<file path="config.mk">
export PLATFORM = sky130hd
export DESIGN_NAME = pipe_stage_reg
export DESIGN_NICKNAME = d
export VERILOG_FILES = /design/src/rtl/pipe_pkg.sv /design/src/rtl/pipe_skid_slot.sv /design/src/rtl/pipe_stage_reg.sv
export SDC_FILE = /design/constraint.sdc
export NUM_CORES = 1
export LEC_CHECK = 0
export BUFFER_PORTS_ARGS = -buffer_cell sky130_fd_sc_hd__buf_4
export CAP_MARGIN = 10
export CORE_UTILIZATION = 31
export DETAILED_ROUTE_END_ITERATION = 12
export PLACE_DENSITY_LB_ADDON = 0.08
export SYNTH_ARGS = -nofsm -noshare
export SYNTH_HDL_FRONTEND = slang
export SYNTH_SLANG_ARGS = --single-unit
</file>
<file path="constraint.sdc">
create_clock -name clk -period 2.5 [get_ports clk]
set_clock_uncertainty 0.15 [all_clocks]
set_input_delay 0.125 -clock clk [delete_from_list [all_inputs] [get_ports clk]]
set_output_delay 0.125 -clock clk [all_outputs]
set_load 0.01 [all_outputs]
</file>
<file path="src/rtl/pipe_pkg.sv">
// Shared definitions for the pipeline stage register.
//   RV_NOP       : bubble instruction (addi x0,x0,0), the default NOP_VALUE.
//   skid_state_e : occupancy of the two-entry variant (PIPE_SKID_EN builds).
package pipe_pkg;

    localparam logic [31:0] RV_NOP = 32'h0000_0013;

    typedef enum logic [1:0] {
        EMPTY = 2'd0,
        ONE   = 2'd1,
        TWO   = 2'd2
    } skid_state_e;

endpackage

</file>
<file path="src/rtl/pipe_skid_slot.sv">
// Second (skid) storage slot of the pipeline stage register.
// Holds one PC/instruction pair; validity is tracked by the parent's state.
// Ports:
//   clk_i, rst_ni      : clock, asynchronous active-low reset
//   load_i             : capture pc_i/instr_i at the next edge
//   clear_i            : reload 0/NOP_VALUE at the next edge (wins over load_i)
//   pc_i, instr_i      : incoming payload
//   pc_o, instr_o      : held payload
module pipe_skid_slot
    import pipe_pkg::*;
#(
    parameter int unsigned          PC_W      = 32,
    parameter int unsigned          INSTR_W   = 32,
    parameter logic [INSTR_W-1:0]   NOP_VALUE = INSTR_W'(RV_NOP)
) (
    input  logic               clk_i,
    input  logic               rst_ni,
    input  logic               load_i,
    input  logic               clear_i,
    input  logic [PC_W-1:0]    pc_i,
    input  logic [INSTR_W-1:0] instr_i,
    output logic [PC_W-1:0]    pc_o,
    output logic [INSTR_W-1:0] instr_o
);

    logic [PC_W-1:0]    pc_q, pc_d;
    logic [INSTR_W-1:0] instr_q, instr_d;

    always_comb begin
        pc_d    = pc_q;
        instr_d = instr_q;
        if (clear_i) begin
            pc_d    = '0;
            instr_d = NOP_VALUE;
        end else if (load_i) begin
            pc_d    = pc_i;
            instr_d = instr_i;
        end
    end

    always_ff @(posedge clk_i or negedge rst_ni) begin
        if (!rst_ni) begin
            pc_q    <= '0;
            instr_q <= NOP_VALUE;
        end else begin
            pc_q    <= pc_d;
            instr_q <= instr_d;
        end
    end

    assign pc_o    = pc_q;
    assign instr_o = instr_q;

endmodule

</file>
<file path="src/rtl/pipe_stage_reg.sv">
// Valid/ready pipeline stage register carrying a PC and an instruction.
// Default build: single slot, in_ready = !out_valid || out_ready.
// With macro PIPE_SKID_EN defined: main slot plus skid slot, registered in_ready.
// Ports:
//   clk, rst_n                    : clock, asynchronous active-low reset
//   flush                         : drop held and incoming entries
//   in_valid/in_ready/in_pc/in_instr     : upstream handshake and payload
//   out_valid/out_ready/out_pc/out_instr : downstream handshake and payload
//   stall_cnt                     : saturating count of out_valid && !out_ready edges
module pipe_stage_reg
    import pipe_pkg::*;
#(
    parameter int unsigned        PC_W        = 32,
    parameter int unsigned        INSTR_W     = 32,
    parameter logic [INSTR_W-1:0] NOP_VALUE   = INSTR_W'(RV_NOP),
    parameter int unsigned        STALL_CNT_W = 16
) (
    input  logic                   clk,
    input  logic                   rst_n,
    input  logic                   flush,
    input  logic                   in_valid,
    output logic                   in_ready,
    input  logic [PC_W-1:0]        in_pc,
    input  logic [INSTR_W-1:0]     in_instr,
    output logic                   out_valid,
    input  logic                   out_ready,
    output logic [PC_W-1:0]        out_pc,
    output logic [INSTR_W-1:0]     out_instr,
    output logic [STALL_CNT_W-1:0] stall_cnt
);

    logic                   main_valid_q, main_valid_d;
    logic [PC_W-1:0]        main_pc_q, main_pc_d;
    logic [INSTR_W-1:0]     main_instr_q, main_instr_d;
    logic [STALL_CNT_W-1:0] stall_cnt_q, stall_cnt_d;

    logic in_xfer;
    logic out_xfer;

    assign in_xfer  = in_valid && in_ready;
    assign out_xfer = main_valid_q && out_ready;

    // Counts back-pressure independently of flush; sticks at all-ones.
    always_comb begin
        stall_cnt_d = stall_cnt_q;
        if (main_valid_q && !out_ready && (stall_cnt_q != '1)) begin
            stall_cnt_d = stall_cnt_q + STALL_CNT_W'(1);
        end
    end

`ifdef PIPE_SKID_EN

    skid_state_e        state_q, state_d;
    logic               in_ready_q, in_ready_d;
    logic               skid_load;
    logic               skid_clear;
    logic [PC_W-1:0]    skid_pc;
    logic [INSTR_W-1:0] skid_instr;

    assign in_ready = in_ready_q;

    always_comb begin
        state_d      = state_q;
        main_valid_d = main_valid_q;
        main_pc_d    = main_pc_q;
        main_instr_d = main_instr_q;
        skid_load    = 1'b0;
        skid_clear   = 1'b0;
        if (flush) begin
            state_d      = EMPTY;
            main_valid_d = 1'b0;
            main_pc_d    = '0;
            main_instr_d = NOP_VALUE;
            skid_clear   = 1'b1;
        end else begin
            unique case (state_q)
                EMPTY: begin
                    if (in_xfer) begin
                        state_d      = ONE;
                        main_valid_d = 1'b1;
                        main_pc_d    = in_pc;
                        main_instr_d = in_instr;
                    end
                end
                ONE: begin
                    if (in_xfer && !out_xfer) begin
                        state_d   = TWO;
                        skid_load = 1'b1;
                    end else if (!in_xfer && out_xfer) begin
                        state_d      = EMPTY;
                        main_valid_d = 1'b0;
                        main_pc_d    = '0;
                        main_instr_d = NOP_VALUE;
                    end else if (in_xfer && out_xfer) begin
                        main_pc_d    = in_pc;
                        main_instr_d = in_instr;
                    end
                end
                TWO: begin
                    // in_ready is low here, so only the drain path exists.
                    if (out_xfer) begin
                        state_d      = ONE;
                        main_pc_d    = skid_pc;
                        main_instr_d = skid_instr;
                        skid_clear   = 1'b1;
                    end
                end
                default: begin
                    state_d      = EMPTY;
                    main_valid_d = 1'b0;
                    main_pc_d    = '0;
                    main_instr_d = NOP_VALUE;
                    skid_clear   = 1'b1;
                end
            endcase
        end
        // Registered ready breaks the out_ready -> in_ready path.
        in_ready_d = (state_d != TWO);
    end

    always_ff @(posedge clk or negedge rst_n) begin
        if (!rst_n) begin
            state_q    <= EMPTY;
            in_ready_q <= 1'b0;
        end else begin
            state_q    <= state_d;
            in_ready_q <= in_ready_d;
        end
    end

    pipe_skid_slot #(
        .PC_W      (PC_W),
        .INSTR_W   (INSTR_W),
        .NOP_VALUE (NOP_VALUE)
    ) u_skid_slot (
        .clk_i   (clk),
        .rst_ni  (rst_n),
        .load_i  (skid_load),
        .clear_i (skid_clear),
        .pc_i    (in_pc),
        .instr_i (in_instr),
        .pc_o    (skid_pc),
        .instr_o (skid_instr)
    );

`else

    assign in_ready = !main_valid_q || out_ready;

    always_comb begin
        main_valid_d = main_valid_q;
        main_pc_d    = main_pc_q;
        main_instr_d = main_instr_q;
        if (flush) begin
            main_valid_d = 1'b0;
            main_pc_d    = '0;
            main_instr_d = NOP_VALUE;
        end else if (in_xfer) begin
            // Also covers simultaneous in/out: the slot is replaced.
            main_valid_d = 1'b1;
            main_pc_d    = in_pc;
            main_instr_d = in_instr;
        end else if (out_xfer) begin
            main_valid_d = 1'b0;
            main_pc_d    = '0;
            main_instr_d = NOP_VALUE;
        end
    end

`endif

    always_ff @(posedge clk or negedge rst_n) begin
        if (!rst_n) begin
            main_valid_q <= 1'b0;
            main_pc_q    <= '0;
            main_instr_q <= NOP_VALUE;
            stall_cnt_q  <= '0;
        end else begin
            main_valid_q <= main_valid_d;
            main_pc_q    <= main_pc_d;
            main_instr_q <= main_instr_d;
            stall_cnt_q  <= stall_cnt_d;
        end
    end

    assign out_valid = main_valid_q;
    assign out_pc    = main_pc_q;
    assign out_instr = main_instr_q;
    assign stall_cnt = stall_cnt_q;

endmodule

</file>
==> metrics.log, run 1 <==
INFO  metric outcome = finished clean
INFO  metric first_iter_violations = 51
INFO  metric power.total = 2.98 mW
INFO  metric ctsHoldBuffers = 67
INFO  metric avgSynthCellArea = 14.0 um^2
INFO  metric n_antenna_cell = 0
INFO  metric fin_crit_sh = 0.883
INFO  metric synth_xor_xnor_area_share = 0.0287
INFO  metric most_frequent_standard_cell_in_the_layout_excluding_fill_and_tap_cells = sky130_fd_sc_hd__buf_4
INFO  metric via_count = 2665
INFO  metric synth_simple_gate_area_share = 0.0763
INFO  metric ff2ff_setup_slack = 290 ps
INFO  metric cp_num_buf_inv = 1
INFO  metric post_synth_fa_ha_maj_area_fraction = 0.00410
INFO  metric timing.critical_path.required = 2620 ps
INFO  metric inserted_clock_buffers = 9
INFO  metric placementRows = 35
INFO  metric dpl_cell_area = 0.00436 mm^2
INFO  metric mostFrequentLayoutCells = sky130_fd_sc_hd__buf_4 (154), sky130_fd_sc_hd__dfrtp_1 (78), sky130_fd_sc_hd__dlygate4sd3_1 (67)
INFO  metric floorplan.initialDensity = 0.326
INFO  metric clk_pin_slew = 80 ps
INFO  metric maximum_clock_rate = 0.453 GHz
INFO  metric grt.overflow.total = 0
INFO  metric criticalPathCategory = flop to flop
INFO  metric synth_nets = 288
INFO  metric numClockSinks = 81
INFO  metric yosys.cell_types.count = 35
INFO  metric clockRootBuffer = sky130_fd_sc_hd__clkbuf_8
INFO  metric worst_setup_path_end_kind = flop
INFO  metric synth_area = 0.00305 mm^2
INFO  metric setup-tns-final = 0 ps
INFO  metric die_height = 101 um
INFO  metric startpoint_kind_of_the_worst_setup_timing_path = flop
INFO  metric worst_slack = 292 ps
INFO  metric die-area = 0.0102 mm^2
INFO  metric netlist_top_cells_area = sky130_fd_sc_hd__dfrtp_1 (64%), sky130_fd_sc_hd__a22o_1 (18%), sky130_fd_sc_hd__dfstp_2 (2.6%), sky130_fd_sc_hd__xnor2_1 (1.7%), sky130_fd_sc_hd__clkbuf_1 (1.5%)
INFO  metric cpLargestDelayFamily = simple AND/OR/NAND/NOR gates
INFO  metric clock_tree.buffer_depth = 2
INFO  metric dominant_combinational_cell_family_by_area_after_synthesis = compound AO/OA/AOI/OAI gates
INFO  metric multi_input_area = 982 um^2
INFO  metric postCtsSetupRepairBufs = 0
INFO  metric worst_slew_pin_slew = 1100 ps
INFO  metric peak_ir_drop_on_the_vdd_network = 0.000278 V
INFO  metric cellLeakagePower = 2.60 nW
INFO  metric critical_path.max_fanout = 48
INFO  metric final_layout_size_suffix_gt1_frac = 0.408
INFO  metric grt_max_degree = 49
INFO  metric path_cells = and2b_2 > nor2_1 > nor2_4 > buf_4 > a22o_1
INFO  metric pin_count = 151
INFO  metric routed_wire_length_per_instance = 15.0 um
INFO  metric rsz0062_at_grt = false
INFO  metric finalWeightedCongestion = 0.721
INFO  metric crit_slowest_cell = sky130_fd_sc_hd__nor2_4
INFO  metric h-tree-depth = 3
INFO  metric clock_tree_from_tritoncts = yes
INFO  metric count_of_endpoints_failing_setup_in_the_final_report = 0
INFO  metric synth_top_area_share = 0.640
INFO  metric drt-vias-per-instance = 4.65
INFO  metric netlist.top_cell.by_area = sky130_fd_sc_hd__dfrtp_1
INFO  metric cts_resized = 0
INFO  metric antenna_found_initial = 0
INFO  metric routed_wl = 8570 um
INFO  metric holdCritPathClass = input port to flop
INFO  metric synth_sequential_area_ratio = 0.665
INFO  metric numPortBuffers = 150
INFO  metric filler_cell_count = 834
INFO  metric power_per_cell_area = 572 mW/mm^2
INFO  metric count_of_maximum_capacitance_violations = 0
INFO  metric dp_worst_setup_slack = 274 ps
INFO  metric areaGrowthSynthToFinish = 70.7%
INFO  metric multiplexer_fraction_of_the_synthesized_cell_area = 0.00369
INFO  metric critical_path_at = 2330 ps
INFO  metric worstSkewPairLatency = 340 ps
INFO  metric synthesis.instances = 218
INFO  metric compound_gate_portion_of_the_synthesized_area = 0.205
INFO  metric grtUsageTotal = 0.176
INFO  metric timing.final.hold_violations = 0
INFO  metric post_synthesis_register_bit_count = 81
INFO  metric dpl.hpwl = 5510 um
INFO  metric die-width = 101 um
INFO  metric fp.coreArea = 0.00937 mm^2
INFO  metric cpPeakStageDelay = 820 ps
INFO  metric finalNetCount = 509
INFO  metric detail_route.first_pass.iterations = 4
INFO  metric grt_pass1_wl = 13800 um
INFO  metric synth-warning-count = 0
INFO  metric ff_latch_area = 0.00203 mm^2
INFO  metric finalWorstPathRequiredPeriod = 2210 ps
INFO  metric slew_headroom = 0.265
INFO  metric drt_drc_violations_left = 0
INFO  metric grt_pass1_vias = 2780
INFO  metric route.antenna.remaining_nets = 0
INFO  metric layout.cell_area.non_filler = 0.00521 mm^2
INFO  metric drv_slew = 0
synth_stat cells:
master,number
sky130_fd_sc_hd__mux2_1,1
sky130_fd_sc_hd__nand3b_1,1
sky130_fd_sc_hd__o211ai_1,1
sky130_fd_sc_hd__dfrtp_1,78
sky130_fd_sc_hd__nor3b_1,1
sky130_fd_sc_hd__nor2b_1,1
sky130_fd_sc_hd__nand4b_1,1
sky130_fd_sc_hd__inv_1,2
sky130_fd_sc_hd__or2_2,1
sky130_fd_sc_hd__and2_1,2
sky130_fd_sc_hd__nor2_1,9
sky130_fd_sc_hd__nand2_2,1
sky130_fd_sc_hd__or2_1,1
sky130_fd_sc_hd__o21a_1,2
sky130_fd_sc_hd__nand4_2,1
sky130_fd_sc_hd__a22o_1,61
sky130_fd_sc_hd__nor3_1,3
sky130_fd_sc_hd__nor4_2,1
sky130_fd_sc_hd__or4_4,1
sky130_fd_sc_hd__dfstp_2,3
sky130_fd_sc_hd__clkbuf_1,12
sky130_fd_sc_hd__ha_1,1
sky130_fd_sc_hd__o2111ai_1,1
sky130_fd_sc_hd__xor2_1,4
sky130_fd_sc_hd__o22a_1,3
sky130_fd_sc_hd__xnor2_1,6
sky130_fd_sc_hd__nand3_1,4
sky130_fd_sc_hd__a21oi_1,1
sky130_fd_sc_hd__and2b_2,1
sky130_fd_sc_hd__nand4_1,5
sky130_fd_sc_hd__nand2_1,2
sky130_fd_sc_hd__nor3b_2,1
sky130_fd_sc_hd__a41oi_1,1
sky130_fd_sc_hd__nor4_1,1
sky130_fd_sc_hd__a31oi_1,3
path summary, 6_finish.rpt:
kind / from / cells after the start / endpoint
max: out_valid / 5 / out_pc[6]
max reg2reg: out_valid / 5 / out_pc[6]
min in group asynchronous: rst_n / 2 / out_instr[12]
min reg2reg: out_pc[25] / 1 / out_pc[25]
max in group asynchronous: rst_n / 3 / out_instr[1]
min: in_valid / 3 / out_instr[4]
worst register-to-register path: cells and delay by family, from the launching register on:
kind                   cells  cell delay, ps
AND/OR/NAND/NOR            3            1050
flip-flops                 1             390
buffers and inverters      1             370
AO/OA/AOI/OAI              1             170
final cells by class:
| cell class | instances | area share |
|---|---|---|
| clock inverter | 5 | 0.00768 |
| timing repair buffer | 222 | 0.354 |
| multi-input combinational | 123 | 0.189 |
| sequential | 81 | 0.390 |
| inverter | 2 | 0.00144 |
| tap | 129 | 0.0310 |
| clock buffer | 11 | 0.0271 |
routing by layer:
metal  part of all wire  up-vias  GRT usage
met5                  0        -          0
met1               0.43     1276      0.228
met3              0.056       16     0.0373
li1                   -     1271          -
met4              0.022        0     0.0769
met2               0.49      102      0.287
metrics by stage:
stage | hold WS, ps | std cells | util
floorplan | -321 | 218 | -
global placement | -28.0 | 490 | 0.465
detailed placement | -29.1 | 490 | 0.465
CTS | 87.7 | 573 | 0.556
global route | 113 | 573 | 0.556
finish | 96.2 | 573 | 0.556
kinds of logic (layout without fill, tap and decap cells):
kind of cell               count (synthesis)  after routing
muxes                                      1              1
and+or+nand+nor                           38             38
buffers and inverters                     14            240
AOI/OAI and AO/OA                         73             73
xor gates and xnor gates                  10             10
DFF                                       81             81
adders and majority gates                  1              1
registers in the layout (all words and copies together), names as in the netlist:
| register | cells |
|---|---|
| out_pc | 32 |
| out_valid | 1 |
| out_instr | 32 |
| stall_cnt | 16 |
power by group:
part,internal (mW),switching (mW)
logic,0.346,0.234
registers,1.41,0.0983
clock network,0.394,0.494
(Power assumes the default switching activity.)
==> run 2: changes to the inputs <==
--- a/config.mk
+++ b/config.mk
@@ -5,10 +5,10 @@
 export SDC_FILE = /design/constraint.sdc
 export NUM_CORES = 1
 export LEC_CHECK = 0
-export BUFFER_PORTS_ARGS = -buffer_cell sky130_fd_sc_hd__buf_4
 export CAP_MARGIN = 10
-export CORE_UTILIZATION = 31
+export CORE_UTILIZATION = 25
 export DETAILED_ROUTE_END_ITERATION = 12
+export DONT_BUFFER_PORTS = 1
 export PLACE_DENSITY_LB_ADDON = 0.08
 export SYNTH_ARGS = -nofsm -noshare
 export SYNTH_HDL_FRONTEND = slang
==> run 2 against run 1 <==
Wire length down 10%. Sequential power up 5%. Maximum frequency grew 4.5%. Core utilization is 19 points lower. Final cell count fell by 23%. Critical endpoint is now out_instr[1].
==> metrics.log, run 2 (synthesis results as in run 1) <==
INFO  metric antenna_found_initial = 0 (unchanged)
INFO  metric numClockSinks = 81 (unchanged)
INFO  metric grt_pass1_vias = 2413 (-13%)
INFO  metric min_to = stall_cnt[3]
INFO  metric clock_tree.buffer_depth = 2 (unchanged)
INFO  metric h-tree-depth = 3 (unchanged)
INFO  metric worst_slew_pin_slew = 671 ps (-428 ps)
INFO  metric pin_count = 151 (unchanged)
INFO  metric most_frequent_standard_cell_in_the_layout_excluding_fill_and_tap_cells = sky130_fd_sc_hd__dfrtp_1
INFO  metric drv_slew = 0 (unchanged)
INFO  metric numPortBuffers = 0 (-100%)
INFO  metric holdWs = 49.4 ps (-46.8 ps)
INFO  metric placementRows = 39 (+11%)
INFO  metric final_layout_size_suffix_gt1_frac = 0.101 (-0.306)
INFO  metric reg_to_reg_start = out_valid
INFO  metric mostFrequentLayoutCells = sky130_fd_sc_hd__dfrtp_1 (78), sky130_fd_sc_hd__dlygate4sd3_1 (70), sky130_fd_sc_hd__a22o_1 (61)
INFO  metric routed_wl = 7680 um (-10%)
INFO  metric dpl.hpwl = 4690 um (-15%)
INFO  metric via_count = 2200 (-17%)
INFO  metric die-area = 0.0127 mm^2 (+24%)
INFO  metric timing.final.hold_violations = 0 (unchanged)
INFO  metric outcome = finished clean
INFO  metric rr_worst_depth = 5 (unchanged)
INFO  metric hold_path.startpoint = out_ready
INFO  metric setup-tns-final = 0 ps (unchanged)
INFO  metric multi_input_area = 982 um^2 (unchanged)
INFO  metric fp.coreArea = 0.0117 mm^2 (+24%)
INFO  metric fin_crit_sh = 0.846 (-0.0377)
INFO  metric drt_drc_violations_left = 0 (unchanged)
INFO  metric worst_setup_path_end_kind = flop
INFO  metric grt.overflow.total = 0 (unchanged)
INFO  metric count_of_endpoints_failing_setup_in_the_final_report = 0 (unchanged)
INFO  metric detail_route.first_pass.iterations = 4 (unchanged)
INFO  metric worstSkewPairLatency = 340 ps (about the same)
INFO  metric clockRootBuffer = sky130_fd_sc_hd__clkbuf_16
INFO  metric first_iter_violations = 101 (+98%)
INFO  metric cellLeakagePower = 1.91 nW (-27%)
INFO  metric startpoint_kind_of_the_worst_setup_timing_path = flop
INFO  metric holdCritPathClass = input port to flop
INFO  metric critical_path.max_fanout = 6 (-88%)
INFO  metric criticalPathCategory = flop to flop
INFO  metric pwr-share-comb = 0.093 (-0.102)
INFO  metric finalWeightedCongestion = 0.698 (-3.2%)
INFO  metric final_cell_count_no_fill = 439 (-23%)
INFO  metric die_height = 112 um (+11%)
INFO  metric grt_pass1_wl = 12600 um (-8.4%)
INFO  metric clock_power_share = 0.401 (+0.103)
INFO  metric clk_pin_slew = 60 ps (-20 ps)
INFO  metric count_of_maximum_capacitance_violations = 0 (unchanged)
INFO  metric power.switching = 0.788 mW (-4.6%)
INFO  metric floorplan.initialDensity = 0.262 (-0.0640)
INFO  metric dp.cells = 353 (-28%)
INFO  metric rsz0062_at_grt = false
INFO  metric drt-vias-per-instance = 5.01 (+7.7%)
INFO  metric slew_headroom = 0.553 (+0.287)
INFO  metric clock_tree_from_tritoncts = yes
INFO  metric maximum_clock_rate = 0.473 GHz (+4.5%)
INFO  metric routed_wire_length_per_instance = 17.5 um (+17%)
INFO  metric areaGrowthSynthToFinish = 39.0%
INFO  metric timing.critical_path.required = 2610 ps (about the same)
INFO  metric critical_path_at = 2220 ps (-110 ps)
INFO  metric grtUsageTotal = 0.131 (-0.0451)
INFO  metric pwr-share-seq = 0.507 (about the same)
INFO  metric holdPathStages = 4 (+1)
INFO  metric grt_max_degree = 82 (+67%)
INFO  metric r2r_end = out_instr[1]
INFO  metric ff_latch_area = 0.00203 mm^2 (unchanged)
INFO  metric finalWorstPathRequiredPeriod = 2110 ps (-94.2 ps)
INFO  metric ff2ff_setup_slack = 390 ps (+90 ps)
INFO  metric finalNetCount = 362 (-29%)
INFO  metric peak_ir_drop_on_the_vdd_network = 0.000268 V (-3.3%)
INFO  metric n_antenna_cell = 0 (unchanged)
INFO  metric die-width = 112 um (+11%)
INFO  metric route.antenna.remaining_nets = 0 (unchanged)
INFO  metric inserted_clock_buffers = 9 (unchanged)
INFO  metric power_per_cell_area = 735 mW/mm^2 (+29%)
INFO  metric p_sw_frac = 0.253 (-0.0244)
INFO  metric cell_internal_pwr = 2.33 mW (+8.1%)
INFO  metric filler_cell_count = 1128 (+35%)
[run 2: cell types whose count changed in the layout (fill, tap and decap cells not counted), moves of 2 or more]
cell	change
sky130_fd_sc_hd__buf_4	-150
sky130_fd_sc_hd__clkinvlp_4	-2
sky130_fd_sc_hd__clkbuf_8	-7
sky130_fd_sc_hd__clkbuf_16	+9
sky130_fd_sc_hd__dlygate4sd3_1	+3
[run 2: what timing repair did]
item | in CTS | in global routing
hold endpoints to repair | 146 | 0
gates resized for setup | 0 | 0
hold buffers | 71 | 0
buffers inserted | 0 | 0
[run 2: power by group through the flow]
stage          logic [mW]  registers (mW)  clock network (mW)
5_1_grt             0.327            1.60                1.35
3_3_place_gp        0.170            1.60                   0
3_5_place_dp        0.176            1.60                   0
6_report            0.288            1.58                1.25
4_1_cts             0.297            1.58                1.30
2_1_floorplan       0.139            1.57                   0
[run 2: stage by stage]
stage               cell area [um^2]  utilization  total power, mW  setup WS [ps]
finish                          4240        0.364             3.12            386
global route                    4240        0.364             3.27            303
CTS                             4240        0.364             3.18            357
detailed placement              3230        0.277             1.78            465
global placement                3230        0.277             1.77            474
floorplan                       3050            -             1.71            573
[run 2: worst max-delay path by stage]
stage | startpoint | to | slack [ps] | cells after the start
after floorplan | stall_cnt[0] | stall_cnt[1] | 570 | 5
after global placement | stall_cnt[0] | stall_cnt[1] | 470 | 5
after detailed placement | stall_cnt[0] | stall_cnt[1] | 460 | 5
after CTS | out_valid | out_instr[1] | 360 | 5
after global routing | out_valid | out_instr[1] | 300 | 5
final | out_valid | out_instr[1] | 390 | 5
[run 2: critical path, cell delays in order, from the launching register on]
cell and delay [ps]:
sky130_fd_sc_hd__dfrtp_1 440, sky130_fd_sc_hd__and2b_2 270, sky130_fd_sc_hd__nor2_1 100, sky130_fd_sc_hd__or2_2 320
sky130_fd_sc_hd__o22a_1 210, sky130_fd_sc_hd__dlygate4sd3_1 550
[run 2: per-layer routing]
metal	wire (um)	global-route usage	vias to the layer above	share of wire
li1	-	-	977	-
met1	3160	0.153	1092	0.41
met2	3690	0.208	117	0.48
met3	627	0.0491	14	0.082
met4	196	0.0756	0	0.026
met5	0	0	-	0
[run 2: area by class of cell]
cell class | instances | area share
clock inverter | 2 | 0.00295
timing repair buffer | 75 | 0.179
inverter | 2 | 0.00177
sequential | 81 | 0.479
tap | 143 | 0.0422
clock buffer | 13 | 0.0637
multi-input combinational | 123 | 0.232
